File: src/rtl/sipo_deserializer_pkg.sv
// Shared constants and helpers for the serial-to-parallel deserializer.
package sipo_deserializer_pkg;

    // Default word length in bits.
    localparam int unsigned SIPO_DEFAULT_WIDTH = 4;

    // Width of the bit counter: enough to count 0..width-1, never narrower than 1.
    function automatic int unsigned sipo_cnt_width(input int unsigned width);
        return (width < 2) ? 1 : $clog2(width);
    endfunction

    localparam int unsigned SIPO_DEFAULT_CNT_W = sipo_cnt_width(SIPO_DEFAULT_WIDTH);

endpackage

File: src/rtl/sipo_bit_counter.sv
// Counts accepted bits of the current word, wraps on the last bit and
// flags word completion on that same edge. A clear aborts the word.
module sipo_bit_counter
    import sipo_deserializer_pkg::*;
#(
    parameter int unsigned WIDTH = SIPO_DEFAULT_WIDTH,
    parameter int unsigned CNT_W = sipo_cnt_width(WIDTH)
) (
    input  logic             clk,
    input  logic             rst_n,
    input  logic             inc_i,
    input  logic             clr_i,
    output logic [CNT_W-1:0] count_o,
    output logic             done_o
);

    localparam logic [CNT_W-1:0] LAST = CNT_W'(WIDTH - 1);

    logic [CNT_W-1:0] count_q;
    logic [CNT_W-1:0] count_d;

    // Completion: the bit being accepted now is the last one of the word.
    assign done_o = inc_i && !clr_i && (count_q == LAST);

    // Next count: clear dominates, then wrap on completion, else increment.
    always_comb begin
        count_d = count_q;
        if (clr_i) begin
            count_d = '0;
        end else if (inc_i) begin
            count_d = (count_q == LAST) ? '0 : count_q + CNT_W'(1);
        end
    end

    // Counter register.
    always_ff @(posedge clk or negedge rst_n) begin
        if (!rst_n) begin
            count_q <= '0;
        end else begin
            count_q <= count_d;
        end
    end

    assign count_o = count_q;

endmodule

File: src/rtl/sipo_deserializer.sv
// Serial-to-parallel deserializer with a one-word holding register,
// valid/ready handshake and a sticky overrun flag for dropped words.
module sipo_deserializer
    import sipo_deserializer_pkg::*;
#(
    parameter int unsigned WIDTH     = SIPO_DEFAULT_WIDTH,
    parameter bit          MSB_FIRST = 1'b1
) (
    input  logic                              clk,
    input  logic                              rst,
    input  logic                              serial_in,
    input  logic                              shift_en,
    input  logic                              flush,
    input  logic                              out_ready,
    output logic [WIDTH-1:0]                  parallel_out,
    output logic                              out_valid,
    output logic                              overrun,
    output logic [sipo_cnt_width(WIDTH)-1:0]  bit_count
);

    logic [WIDTH-1:0] sreg_q;
    logic [WIDTH-1:0] sreg_d;
    logic [WIDTH-1:0] hold_q;
    logic             valid_q;
    logic             ovr_q;
    logic             word_done;

    sipo_bit_counter #(
        .WIDTH (WIDTH),
        .CNT_W (sipo_cnt_width(WIDTH))
    ) u_bit_counter (
        .clk     (clk),
        .rst_n   (rst),
        .inc_i   (shift_en),
        .clr_i   (flush),
        .count_o (bit_count),
        .done_o  (word_done)
    );

    // Shift register contents after accepting serial_in; on completion this
    // is the finished word, so the final bit is part of what gets loaded.
    always_comb begin
        sreg_d = sreg_q;
        if (MSB_FIRST) begin
            sreg_d = {sreg_q[WIDTH-2:0], serial_in};
        end else begin
            sreg_d = {serial_in, sreg_q[WIDTH-1:1]};
        end
    end

    // Shift register: flush discards the partial word and wins over shifting.
    always_ff @(posedge clk or negedge rst) begin
        if (!rst) begin
            sreg_q <= '0;
        end else if (flush) begin
            sreg_q <= '0;
        end else if (shift_en) begin
            sreg_q <= sreg_d;
        end
    end

    // Holding register and handshake: load when empty or being consumed,
    // otherwise drop the new word and latch overrun until reset.
    always_ff @(posedge clk or negedge rst) begin
        if (!rst) begin
            hold_q  <= '0;
            valid_q <= 1'b0;
            ovr_q   <= 1'b0;
        end else if (word_done) begin
            if (!valid_q || out_ready) begin
                hold_q  <= sreg_d;
                valid_q <= 1'b1;
            end else begin
                ovr_q <= 1'b1;
            end
        end else if (valid_q && out_ready) begin
            valid_q <= 1'b0;
        end
    end

    assign parallel_out = hold_q;
    assign out_valid    = valid_q;
    assign overrun      = ovr_q;

endmodule

File: config.mk
export PLATFORM = sky130hd
export DESIGN_NAME = sipo_deserializer
export DESIGN_NICKNAME = d
export VERILOG_FILES = /design/src/rtl/sipo_deserializer_pkg.sv /design/src/rtl/sipo_bit_counter.sv /design/src/rtl/sipo_deserializer.sv
export SDC_FILE = /design/constraint.sdc
export NUM_CORES = 1
export LEC_CHECK = 0
export CORE_UTILIZATION = 31
export DETAILED_ROUTE_END_ITERATION = 16
export PLACE_DENSITY = 0.57
export REMOVE_ABC_BUFFERS = 1
export SLEW_MARGIN = 10
export SYNTH_ARGS = -nofsm -noshare
export SYNTH_HDL_FRONTEND = slang
export SYNTH_SLANG_ARGS = --single-unit
File: constraint.sdc
create_clock -name clk -period 1.9 [get_ports clk]
set_input_delay 0.38 -clock clk [delete_from_list [all_inputs] [get_ports clk]]
set_output_delay 0.38 -clock clk [all_outputs]
set_load 0.01 [all_outputs]
### Word level (Yosys, flattened, before mapping)

Index checks and enable logic that the tools add are counted.

* bits in registers: 11
* latch bits: 0
* bits in writable memories: 0
* ROM bits: 0
* input port bits: 6
* memories: 0

* add/sub/neg operators: 1
* $mul: 0
* divide/modulo/power cells: 0
* $lt $le $gt $ge: 0
* equality and inequality tests: 2
* shift operators: 0
* muxes and demuxes: 8
* bitwise gates (word level): 1
* reduce and logical (&&, ||, !) cells: 11

Operators by type and width (number)
* $mux 2: 3
* $mux 3: 2
* $reduce_and 2->1: 3
* $reduce_bool 2->1: 2
* $logic_and 1x1->1: 3
* $mux 1: 3
* $add 2x1->2 const B: 1
* $eq 2x2->1 const B: 1
* $logic_not 1->1: 2
* $ne 2x2->1 const B: 1
* $logic_or 1x1->1: 1
* $not 1->1: 1

### Depth between registers and ports, before layout

* depth in word-level cells: 5
* gate-level depth with buffers: 4
* mapped depth without buffers: 4

### By module

From an unflattened synthesis, not the netlist that was laid out.

* cell total of the unflattened synthesis: 34
* area total of the unflattened synthesis: 474.2 um^2

By module, submodules not included
* sipo_deserializer: instances 1, cells an instance 24, area each 366.6 um^2
* sipo_bit_counter: instances 1, cells an instance 10, area each 107.6 um^2

### Worst setup path before layout

Ideal clock, no wire load.

* kind: register -> register
* start point: reg u_bit_counter.count_q[0] (netlist: u_bit_counter.count_o[0])
* end point: reg hold_q[0] (netlist: parallel_out[0])
* library setup time: 125 ps
* arrival: 1220 ps
* path slack: 555 ps
* cell stages (with the launch flop): 5
* cell sequence: dfrtp_1 -> ha_1 -> nand3b_4 -> nor2b_4 -> mux2_4

* longest elaborated chain between the ends: 3

RTL lines
* from (decl): line sipo_bit_counter.sv:19 `logic [CNT_W-1:0] count_q;`
* from (signal assigned): line sipo_bit_counter.sv:40 `count_q <= count_d;`
* $eq 2x2->1: line sipo_bit_counter.sv:23 `assign done_o = inc_i && !clr_i && (count_q == LAST);`
* $logic_and 1x1->1: line sipo_bit_counter.sv:23
* $reduce_and 2->1 (no line)
* to (signal assigned): line sipo_deserializer.sv:71 `hold_q <= sreg_d;`
* to (decl): line sipo_deserializer.sv:23 `logic [WIDTH-1:0] hold_q;`

Every way passes these cells.
A chain may end at the register's enable or synchronous reset.

### Worst setup path after layout

* start point: reg u_bit_counter.count_q[0] (netlist: u_bit_counter.count_o[0])
* end point: out bit_count[0]

RTL lines
* to (decl): line sipo_deserializer.sv:18 `output logic [sipo_cnt_width(WIDTH)-1:0] bit_count`

No word-level cell between the ends.

==> results.sh <==
export IMPL_grt_util_all_layers=0.119
export IMPL_setup_worst_path_start="u_bit_counter.count_o[0]"
export IMPL_setup_viol_count_final=0
export IMPL_num_rows=13
export IMPL_critPathLaunchType="flop"
export IMPL_yosysWarnings=0
export IMPL_mostFrequentLayoutCell="clkdlybuf4s50_1"
export IMPL_clk_latency_ns=0.27
export IMPL_crit_slowest_cell="clkdlybuf4s50_1"
export IMPL_cts_max_level=1
export IMPL_drt_wirelength_per_cell_um=13.0
export IMPL_r2r_end="parallel_out[2]"
export IMPL_dr_wl_met3_um=56
export IMPL_syn_cell_area_um2=483
export IMPL_hold_class="in -> async"
export IMPL_drv_cap=0
export IMPL_cts_root_buffer="clkbuf_4"
export IMPL_clkTransAtPathRegs_ns=0.07
export IMPL_rsz0062_at_grt="no"
export IMPL_wl_met1_um=378
export IMPL_cp_data_required_time_ns=1.52
export IMPL_crit_chain="clkdlybuf4s50_1"
export IMPL_hpwl_um=677
export IMPL_power_density_nw_per_um2=734
export IMPL_arrival_ns=1.20
export IMPL_clock_sinks=11
export IMPL_nets=59
export IMPL_start_util=0.353
export IMPL_maxSlewHeadroom=0.666
export IMPL_status="completed"
export IMPL_cts_buffers=3
export IMPL_viasPerCell=4.62
export IMPL_wirelength_um=856
export IMPL_firstDrtPassIters=4
export IMPL_design_portCount=14
export IMPL_tightestPinTransition_ns=0.499
export IMPL_fin_crit_ns=1.58
export IMPL_drtIter0Drc=2
export IMPL_period_share=0.830
export IMPL_post_cts_setup_buffers=0
export IMPL_grt_overflow=0
export IMPL_synth_cell_types=11
export IMPL_final_cell_area_um2=662
export IMPL_cts_tree="done"
export IMPL_vias=305
export IMPL_fmax_mhz=634
export IMPL_drtAntennaViolNets=0
export IMPL_synth_seq_area_share=0.570
export IMPL_die_h_um=41.5
export IMPL_gp_routability_congestion=0.753
export IMPL_rrSetupSlack_ns=0.54
export IMPL_fp_dieW_um=41.5
export IMPL_skew_ns=0.00547
export IMPL_maxSlewViolCount=0
export IMPL_cts_path_max_buffers=2
export IMPL_grt_max_degree=12
export IMPL_syn_avg_cell_area_um2=14.6
export IMPL_worstSetupEndpointType="output port"
export IMPL_critical_path_max_stage_delay_ns=0.55
export IMPL_antenna_found_initial=0
export IMPL_drt_drc_violations_left=0
export IMPL_dieArea_um2=1720
export IMPL_routed_top_layer="met3"
export IMPL_antennaDiodeCount=0
export IMPL_worstSetupPathType="reg -> out"
export IMPL_portBuffers=13
export IMPL_vdd_ir_drop_max_mv=0.460
export IMPL_hold_viol_final=0
export IMPL_synth_largest_area_cell="dfrtp_1"
export IMPL_place_area_um2=636
export IMPL_synthCells=33
export IMPL_synth_top_area_share=0.570
export IMPL_cp_buffers_inverters=1
export IMPL_reg2reg_depth=4
export IMPL_synth_seq_cells=11
export IMPL_grt_pass1_wl_um=1470
export IMPL_cts_resized=0
export IMPL_synthTopCellsByArea="dfrtp_1 (57%), mux2_4 (12%), mux2i_1 (10%)"
export IMPL_crit_fanout=4
export IMPL_drive_above_1_share=0.216
export IMPL_syn2layout_area_growth_pct=37.0
export IMPL_p_leak_nw=0.339
export IMPL_setup_ws_ns=0.322
export IMPL_worstReg2RegStart="u_bit_counter.count_o[0]"
export IMPL_core_area_um2=1370
export IMPL_fin_tns_setup_ns=0
export IMPL_layout_common_cells="clkdlybuf4s50_1 (13), dfrtp_1 (11), nor2_1 (6)"
export IMPL_hold_buffers=0
export IMPL_grt_pass1_vias=352
export IMPL_wl_met2_um=422
export IMPL_place_ws_ns=0.241
export IMPL_cpLargestDelayFamily="buffers and inverters"
export IMPL_utilization=0.484
[cell families (layout without fill, tap and decap cells)]
group                      count (synthesis)  in the layout  synth area share
AOI/OAI and AO/OA                          1              1            0.0155
adders and majority gates                  1              1            0.0259
buffers and inverters                      1             19            0.0233
DFF                                       11             11             0.570
muxes                                      9              9             0.228
and+or+nand+nor                           10             10             0.137
[metal layers]
metal,track usage,vias up
met2,0.200,12
met4,0.0194,0
met3,0.0783,0
met1,0.125,146
li1,-,147
met5,0,-
[synth_stat cells, drive strengths merged]
library cell	count
buf	1
dfrtp	11
ha	1
mux2	4
mux2i	5
nand2	1
nand2b	1
nand3b	1
nor2	6
nor2b	1
o21bai	1
[metrics by stage]
step,hold WS (ns),power (mW),cells
final,0.445,0.486,66
after floorplan,0.0844,0.288,32
after CTS,0.457,0.496,66
after global placement,0.459,0.334,62
after global routing,0.495,0.510,66
after detailed placement,0.478,0.337,62
[worst max-delay path by stage]
stage	cells past startpoint	end
final	1	bit_count[0]
after global routing	1	bit_count[0]
after CTS	1	bit_count[0]
after detailed placement	4	parallel_out[2]
after global placement	4	parallel_out[1]
after floorplan	4	parallel_out[0]
[layout make-up]
class	count	area [µm²]
Tap cell	15	18.8
Timing Repair Buffer	15	145
Clock buffer	4	26.3
Sequential cell	11	275
Fill cell	131	704
Multi-Input combinational cell	21	196
[registers in the layout (all words and copies together) (netlist names)]
signal                 flops
parallel_out               4
sreg_q                     3
u_bit_counter.count_o      2
out_valid                  1
overrun                    1
[power breakdown]
part	switching, mW	total, mW	internal (mW)
Sequential	0.00917	0.256	0.247
Combinational	0.0286	0.0755	0.0469
Clock	0.0735	0.155	0.0812
(Power assumes the default switching activity.)
